### src/rtl/bram_pkg.sv
// Shared types and constants for the block-RAM load/store front end.
//   size_e      : access size encoding carried on req_size (reserved behaves as word)
//   lsu_state_e : front-end FSM states, also exported on the debug state port
//   MEM_WSIZE_WORD : constant driven on the RAM wsize port (RAM always writes 4 bytes)
package bram_pkg;

    typedef enum logic [1:0] {
        SZ_BYTE = 2'd0,
        SZ_HALF = 2'd1,
        SZ_WORD = 2'd2,
        SZ_RSVD = 2'd3
    } size_e;

    typedef enum logic [1:0] {
        ST_IDLE  = 2'd0,
        ST_LOAD  = 2'd1,
        ST_MERGE = 2'd2,
        ST_RESP  = 2'd3
    } lsu_state_e;

    localparam logic [2:0] MEM_WSIZE_WORD = 3'd4;

    // Reserved size is handled exactly like a full word.
    function automatic logic is_word(input size_e s);
        return (s == SZ_WORD) || (s == SZ_RSVD);
    endfunction

endpackage

### src/rtl/bram_lsu_extend.sv
// Combinational load-data extender.
//   rdata_i  : 32-bit word read from the RAM, byte at the access address in [7:0]
//   size_i   : access size (byte / half / word; reserved treated as word)
//   sign_i   : 1 = sign-extend byte/half, 0 = zero-extend; ignored for words
//   ext_o    : extended 32-bit load result
module bram_lsu_extend
    import bram_pkg::*;
(
    input  logic [31:0] rdata_i,
    input  size_e       size_i,
    input  logic        sign_i,
    output logic [31:0] ext_o
);

    always_comb begin
        ext_o = rdata_i;
        case (size_i)
            SZ_BYTE: ext_o = {{24{sign_i & rdata_i[7]}}, rdata_i[7:0]};
            SZ_HALF: ext_o = {{16{sign_i & rdata_i[15]}}, rdata_i[15:0]};
            default: ext_o = rdata_i;
        endcase
    end

endmodule

### src/rtl/bram_lsu_align1.sv
// Load/store front end for a 2^AW-byte, byte-addressed 32-bit block RAM with a
// one-cycle registered read and no byte enables.
//   clock, reset_n            : single clock, synchronous active-low reset
//   req_valid/req_ready       : request handshake (one request in flight)
//   req_write/size/signed     : store/load, access size, load sign-extension
//   req_addr/req_wdata        : byte address (any alignment), LSB-justified store data
//   rsp_valid/rsp_ready       : load response handshake; rsp_data is the extended result
//   mem_raddr/waddr/wdata/wsize/wren, mem_rdata : RAM interface
//   dbg_state                 : current FSM state, for observation only
//
// Handshake rule: a transfer happens on a rising edge where valid && ready are
// both high; once raised, rsp_valid and rsp_data stay constant until that edge.
//
// Byte/half stores become read-modify-write: the RAM read is issued in the
// accept cycle and the merged word is written back in the following MERGE cycle.
module bram_lsu_align1
    import bram_pkg::*;
#(
    parameter int AW = 11,
    parameter int DW = 32
) (
    input  logic          clock,
    input  logic          reset_n,
    input  logic          req_valid,
    output logic          req_ready,
    input  logic          req_write,
    input  logic [1:0]    req_size,
    input  logic          req_signed,
    input  logic [AW-1:0] req_addr,
    input  logic [DW-1:0] req_wdata,
    output logic          rsp_valid,
    input  logic          rsp_ready,
    output logic [DW-1:0] rsp_data,
    output logic [AW-1:0] mem_raddr,
    output logic [AW-1:0] mem_waddr,
    output logic [DW-1:0] mem_wdata,
    output logic [2:0]    mem_wsize,
    output logic          mem_wren,
    input  logic [DW-1:0] mem_rdata,
    output logic [1:0]    dbg_state
);

    lsu_state_e    state_q, state_d;
    logic [AW-1:0] addr_q, addr_d;
    logic [15:0]   wdata_q, wdata_d;   // only the low half is ever merged
    size_e         size_q, size_d;
    logic          signed_q, signed_d;
    logic [DW-1:0] rsp_data_q, rsp_data_d;

    logic          ready_raw;
    logic          wren_raw;
    logic [DW-1:0] ext_data;
    size_e         req_size_e;

    assign req_size_e = size_e'(req_size);

    bram_lsu_extend u_extend (
        .rdata_i (mem_rdata),
        .size_i  (size_q),
        .sign_i  (signed_q),
        .ext_o   (ext_data)
    );

    always_ff @(posedge clock) begin
        if (!reset_n) begin
            state_q    <= ST_IDLE;
            addr_q     <= '0;
            wdata_q    <= '0;
            size_q     <= SZ_BYTE;
            signed_q   <= 1'b0;
            rsp_data_q <= '0;
        end else begin
            state_q    <= state_d;
            addr_q     <= addr_d;
            wdata_q    <= wdata_d;
            size_q     <= size_d;
            signed_q   <= signed_d;
            rsp_data_q <= rsp_data_d;
        end
    end

    always_comb begin
        state_d    = state_q;
        addr_d     = addr_q;
        wdata_d    = wdata_q;
        size_d     = size_q;
        signed_d   = signed_q;
        rsp_data_d = rsp_data_q;
        ready_raw  = 1'b0;
        rsp_valid  = 1'b0;
        wren_raw   = 1'b0;
        // Outside IDLE the read address parks on the latched address.
        mem_raddr  = addr_q;
        mem_waddr  = addr_q;
        mem_wdata  = req_wdata;

        case (state_q)
            ST_IDLE: begin
                ready_raw = 1'b1;
                mem_raddr = req_addr;
                mem_waddr = req_addr;
                if (req_valid) begin
                    addr_d   = req_addr;
                    size_d   = req_size_e;
                    signed_d = req_signed;
                    wdata_d  = req_wdata[15:0];
                    if (!req_write) begin
                        state_d = ST_LOAD;
                    end else if (is_word(req_size_e)) begin
                        wren_raw = 1'b1;
                    end else begin
                        state_d = ST_MERGE;
                    end
                end
            end
            ST_LOAD: begin
                rsp_data_d = ext_data;
                state_d    = ST_RESP;
            end
            ST_MERGE: begin
                wren_raw = 1'b1;
                if (size_q == SZ_BYTE) begin
                    mem_wdata = {mem_rdata[31:8], wdata_q[7:0]};
                end else begin
                    mem_wdata = {mem_rdata[31:16], wdata_q};
                end
                state_d = ST_IDLE;
            end
            ST_RESP: begin
                rsp_valid = 1'b1;
                if (rsp_ready) begin
                    state_d = ST_IDLE;
                end
            end
            default: state_d = ST_IDLE;
        endcase
    end

    // Gating with reset_n drops any write (including a pending merge) while in reset.
    assign mem_wren  = wren_raw & reset_n;
    assign req_ready = ready_raw & reset_n;
    assign mem_wsize = MEM_WSIZE_WORD;
    assign rsp_data  = rsp_data_q;
    assign dbg_state = state_q;

endmodule

### config.mk
export PLATFORM = sky130hd
export DESIGN_NAME = bram_lsu_align1
export DESIGN_NICKNAME = d
export VERILOG_FILES = /design/src/rtl/bram_pkg.sv /design/src/rtl/bram_lsu_extend.sv /design/src/rtl/bram_lsu_align1.sv
export SDC_FILE = /design/constraint.sdc
export NUM_CORES = 1
export LEC_CHECK = 0
export BUFFER_PORTS_ARGS = -buffer_cell sky130_fd_sc_hd__buf_2
export CAP_MARGIN = 10
export CORE_UTILIZATION = 48
export CTS_CLUSTER_SIZE = 10
export DETAILED_ROUTE_END_ITERATION = 8
export PLACE_DENSITY = 0.86
export SYNTH_ARGS = -nofsm -noshare
export SYNTH_HDL_FRONTEND = slang
export SYNTH_SLANG_ARGS = --single-unit
### constraint.sdc
create_clock -name clock -period 1.9 [get_ports clock]
set_input_delay 0 -clock clock [delete_from_list [all_inputs] [get_ports clock]]
set_output_delay 0 -clock clock [all_outputs]
set_load 0.03 [all_outputs]
Yosys cells after proc, flatten, opt, wreduce, memory -nomap -nowiden
Index checks and enable logic that the tools add are counted.
{ "word_totals": {"ff_bits": 64, "out_inout_bits": 94} }
{ "classes": {"n_eq_ne": 9, "mux": 15, "bitwise": 4, "reduce_logical": 5} }
{ "ops": {"columns": ["op", "n"], "rows": [
  ["case mux 32 bit (2 select lines)", 1],
  ["2-to-1 mux 32 bit", 1],
  ["2-to-1 mux 16 bit", 1],
  ["2-to-1 mux 11 bit", 1],
  ["== test 2 bit (second input constant)", 4],
  ["2-to-1 mux 2 bit", 4],
  ["case mux 2 bit (4 select lines)", 1],
  ["2-to-1 mux 1 bit", 5],
  ["bitwise AND 1 bit", 4],
  ["== test 2 x 1 -> 1 bit (second input constant)", 2],
  ["logical NOT 2 bit", 2],
  ["!= test 2 bit (second input constant)", 2],
  ["!= test 3 bit (second input constant)", 1],
  ["AND reduction 3 bit", 1],
  ["case mux 1 bit (2 select lines)", 1],
  ["AND reduction 2 bit", 1],
  ["logical OR 1 bit", 1]
]} }

Logic depth before layout (Yosys ltp)
{ "depth": {"depth_word": 7, "depth_mapped": 5, "depth_no_buf": 3} }

Cells and area by module
A second synthesis with hierarchy kept.
{ "hier_totals": {"hier_cells": 438, "area_unflattened_um2": 3393.3} }
{ "modules_own_cells": {"columns": ["mod", "n_inst", "cells_each", "area_each_um2"], "rows": [
  ["bram_lsu_align1", 1, 372, 3007.9],
  ["bram_lsu_extend", 1, 66, 385.4]
]} }

Least setup slack after synthesis
OpenSTA, ideal clock, no wires.
{ "synth_timing": {"path_kind": "reg2out", "from": "register state_q[0], in the netlist dbg_state[0]", "to": "output mem_wdata[14]", "arrival_time_ns": 1.619, "required_time_ns": 1.900, "setup_slack_ns": 0.281, "path_stages_with_launch": 5, "n_path_buf": 2, "cell_sequence": "dfxtp_1 > buf_2 > nand2b_4 > buf_2 > o21ai_0"} }
{ "synth_between": {"elab_chain_len": 2} }
{ "synth_rtl": {"columns": ["item", "line_no", "text"], "rows": [
  ["start, declared", "bram_lsu_align1.sv:43", "lsu_state_e state_q, state_d;"],
  ["start signal, assigned", "bram_lsu_align1.sv:73", "state_q <= state_d;"],
  ["== test 2 bit", "bram_lsu_align1.sv:97", "case (state_q)"],
  ["2-to-1 mux 32 bit", "bram_lsu_align1.sv:97", null],
  ["end, declared", "bram_lsu_align1.sv:36", "output logic [DW-1:0] mem_wdata,"]
]} }
No other way between the ends.

Worst setup path in the final report
{ "layout_timing": {"from": "register state_q[0], in the netlist dbg_state[0]", "to": "output mem_raddr[4]"} }
{ "layout_between": {"elab_chain_len": 2} }
{ "layout_rtl": {"columns": ["item", "line_no", "text"], "rows": [
  ["logical NOT 2 bit", "bram_lsu_align1.sv:97", null],
  ["2-to-1 mux 11 bit", "bram_lsu_align1.sv:97", null],
  ["end, declared", "bram_lsu_align1.sv:34", "output logic [AW-1:0] mem_raddr,"]
]} }
No other way between the ends.

==> flow_metrics.py <==
metrics = {
    "run_status": {
        "status": "complete, no violations",
    },
    "layout": {
        "fin_nets": 676,
        "fillerInstances": 410,
        "area_growth_syn_to_layout_pct": 52.05,
        "multi_input_area_mm2": 0.001572,
        "fin_cells": 674,
        "drive_gt1_share_pct": 39.80,
        "fin_util_pct": 77.46,
        "seq_area_mm2": 0.001282,
    },
    "power": {
        "ir_worst_vdd_uv": 587.7,
        "p_leak_nw": 2.237,
        "p_per_area_mw_per_mm2": 875.4,
    },
    "worst_setup_path": {
        "max_stage_delay_ns": 0.39,
        "crit_buf_inv": 3,
        "crit_family": "buffers and inverters",
        "cp_data_required_time_ns": 1.90,
        "worstSetupPathType": "register to primary output",
        "cp-end-kind": "primary output",
        "cp_slowest_cell": "dfxtp_1",
        "cp.arrival_ns": 1.79,
        "crit_top_cell": "buf_4",
        "startpoint_type": "register",
        "crit_fanout": 11,
        "cp_cell_sequence": "buf_4 > nor2_1 > buf_4 > mux2_2 > buf_2",
    },
    "yosys": {
        "netlist_area_mm2": 0.003105,
        "ys_seq_area_share_pct": 41.26,
        "synth_warnings": 0,
        "synth_flop_cell": "dfxtp_1",
        "async_flop_share_pct": 0,
        "synth-seq-cells": 64,
        "synth_cells": 376,
        "yosysUniqueCellTypes": 31,
        "synth-edff-count": 0,
        "syn_avg_cell_area_um2": 8.259,
    },
    "clock_network": {
        "htree_levels": 3,
        "cts_setup_buffers": 0,
        "cts_buffer_depth": 2,
        "cts_tree": "yes",
        "root_buffer": "clkbuf_8",
        "cts_sinks": 64,
        "cts_made_buffers": 9,
        "clock_latency_ns": 0.33,
        "clk_pin_slew_ns": 0.07,
    },
    "place": {
        "pre_cts_ws_ns": 0.1868,
        "dp_cells": 591,
        "gp_congestion": 0.8204,
        "dp_hpwl_um": 5968,
        "io_buffers": 173,
    },
    "routing": {
        "first_pass_iters": 6,
        "vias_per_cell": 5.269,
        "wl_um": 10550,
        "num_vias": 3551,
        "drc": 0,
        "wire_per_inst_um": 15.65,
        "drt_iter0_markers": 284,
        "ant_nets": 0,
    },
    "sta": {
        "worst_slack_ns": 0.1057,
        "finalSetupViolations": 0,
        "fmax_mhz": 557.3,
        "rsz0062_at_grt": "no",
        "maxSlewViolCount": 0,
        "worstMarginPinSlew_ns": 0.9137,
        "final_hold_viol_count": 0,
        "hold_ws_ns": 0.1228,
        "slew_headroom_pct": 39.08,
        "post-route-period-util_pct": 94.44,
        "fin_skew_ns": 0.009635,
        "layout_min_cycle_time_ns": 1.794,
        "tns_ns": 0,
    },
    "grt": {
        "top_usage_layer": "met2",
        "grt_util_met2_pct": 54.63,
        "grt.met1_usage_pct": 31.39,
        "antenna_found_initial": 1,
        "grtUsageMet3_pct": 8.242,
        "grtUsageTotal_pct": 30.43,
        "grt_pass1_vias": 3408,
        "grt_max_degree": 41,
        "gr-total-overflow": 0,
        "grt_first_pass_wirelength_um": 15450,
    },
    "die": {
        "die_w_um": 82.44,
        "pin_count": 177,
        "die_h_um": 82.44,
        "rows": 28,
        "die_area_mm2": 0.006796,
        "core-area_mm2": 0.006096,
        "initial_core_util_pct": 50.94,
    },
    "flow_run": {
        "drv_cap": 0,
    },
    "hold_path": {
        "hold_path.class": "input port to register",
    },
}
==> layer usage <==
| metal | wire length, µm | up-vias | part of all wire (%) |
|---|---|---|---|
| li1 | - | 1686 | - |
| met1 | 3849 | 1605 | 36 |
| met2 | 5394 | 204 | 51 |
| met3 | 827 | 56 | 7.8 |
| met4 | 476 | 0 | 4.5 |
| met5 | 0 | - | 0 |
==> layout by cell type (no fill, tap or decap), drive strengths merged <==
cell type,count
a21oi,63
a31oi,2
and2,1
and2b,1
and4b,1
buf,180
bufinv,1
clkbuf,13
clkinv,3
conb,3
dfxtp,64
diode,1
dlygate4sd3,65
mux2,35
mux2i,8
nand2,108
nand2b,4
nand3,1
nor2,4
nor2b,1
nor3,3
nor3b,1
nor4bb,1
o21ai,32
o21bai,1
or2,1
or3b,1
==> repair_timing <==
| action | CTS | global route |
|---|---|---|
| endpoints found under the hold margin | 64 | 0 |
| gates resized for setup | 1 | 1 |
| cloned | 0 | 1 |
| endpoints found under the setup margin | 2 | 24 |
| pin swaps | 0 | 0 |
| hold buffers | 65 | 0 |
==> state kept, by name (all words and copies together) (netlist names) <==
signal     count
dbg_state      2
size_q         2
signed_q       1
wdata_q       16
rsp_data      32
addr_q        11
==> logic make-up after synthesis <==
kind of cell / count (synthesis) / share of synthesized area (%)
flip-flops: 64 / 41.26
other: 2 / 0.2418
buffers and inverters: 42 / 8.904
multiplexers: 43 / 15.27
AND/OR/NAND/NOR: 127 / 18.37
AO/OA/AOI/OAI: 98 / 15.95
==> stage by stage <==
stage                     total power (W)  instance area [µm²]
after floorplan                  0.002522                 3109
after global placement           0.002801                 3855
after detailed placement         0.002830                 3855
after CTS                        0.004099                 4706
after global routing             0.004327                 4722
final                            0.004134                 4722
==> cell type report <==
type	instances	share of cell area (%)
Antenna cell	1	0.05299
Clock buffer	13	3.365
Clock inverter	3	0.8479
Inverter	1	0.07949
Multi-Input combinational cell	272	33.28
Sequential cell	64	27.16
Tap cell	75	1.987
Timing Repair Buffer	245	33.23
==> final timing paths <==
| check | cells past startpoint | slack, ns | end | startpoint |
|---|---|---|---|---|
| worst min register to register | 2 | 0.45 | wdata_q[4] | wdata_q[4] |
| worst max-delay path | 5 | 0.11 | mem_raddr[4] | dbg_state[0] |
| worst min-delay path | 3 | 0.12 | rsp_data[28] | reset_n |
| worst max register to register | 3 | 0.21 | rsp_data[11] | dbg_state[0] |
==> report_power, final <==
| group | switching [W] | internal, W |
|---|---|---|
| clock network | 0.000508 | 0.000675 |
| logic | 0.000900 | 0.000516 |
| registers | 0.0000760 | 0.00146 |
| total | 0.00148 | 0.00265 |
==> worst min-delay path, stage by stage <==
cell,delay [ns]
buf_2,0.23
o21ai_0,0.13
a21oi_1,0.04
==> synth_stat cells (2+ instances only) <==
master	n	area (µm²)
nor2_1	3	11.26
buf_6	5	56.30
nand2b_1	2	12.51
nor3_1	2	10.01
a21oi_1	63	315.3
buf_4	18	135.1
dfxtp_1	64	1281
o21ai_1	5	25.02
mux2_2	35	394.1
o21ai_0	27	135.1
clkbuf_1	7	26.28
mux2i_1	8	80.08
buf_2	10	50.05
conb_1	2	7.510
a31oi_1	2	12.51
nand2_1	108	405.4
Power figures use the tool's default switching activity.
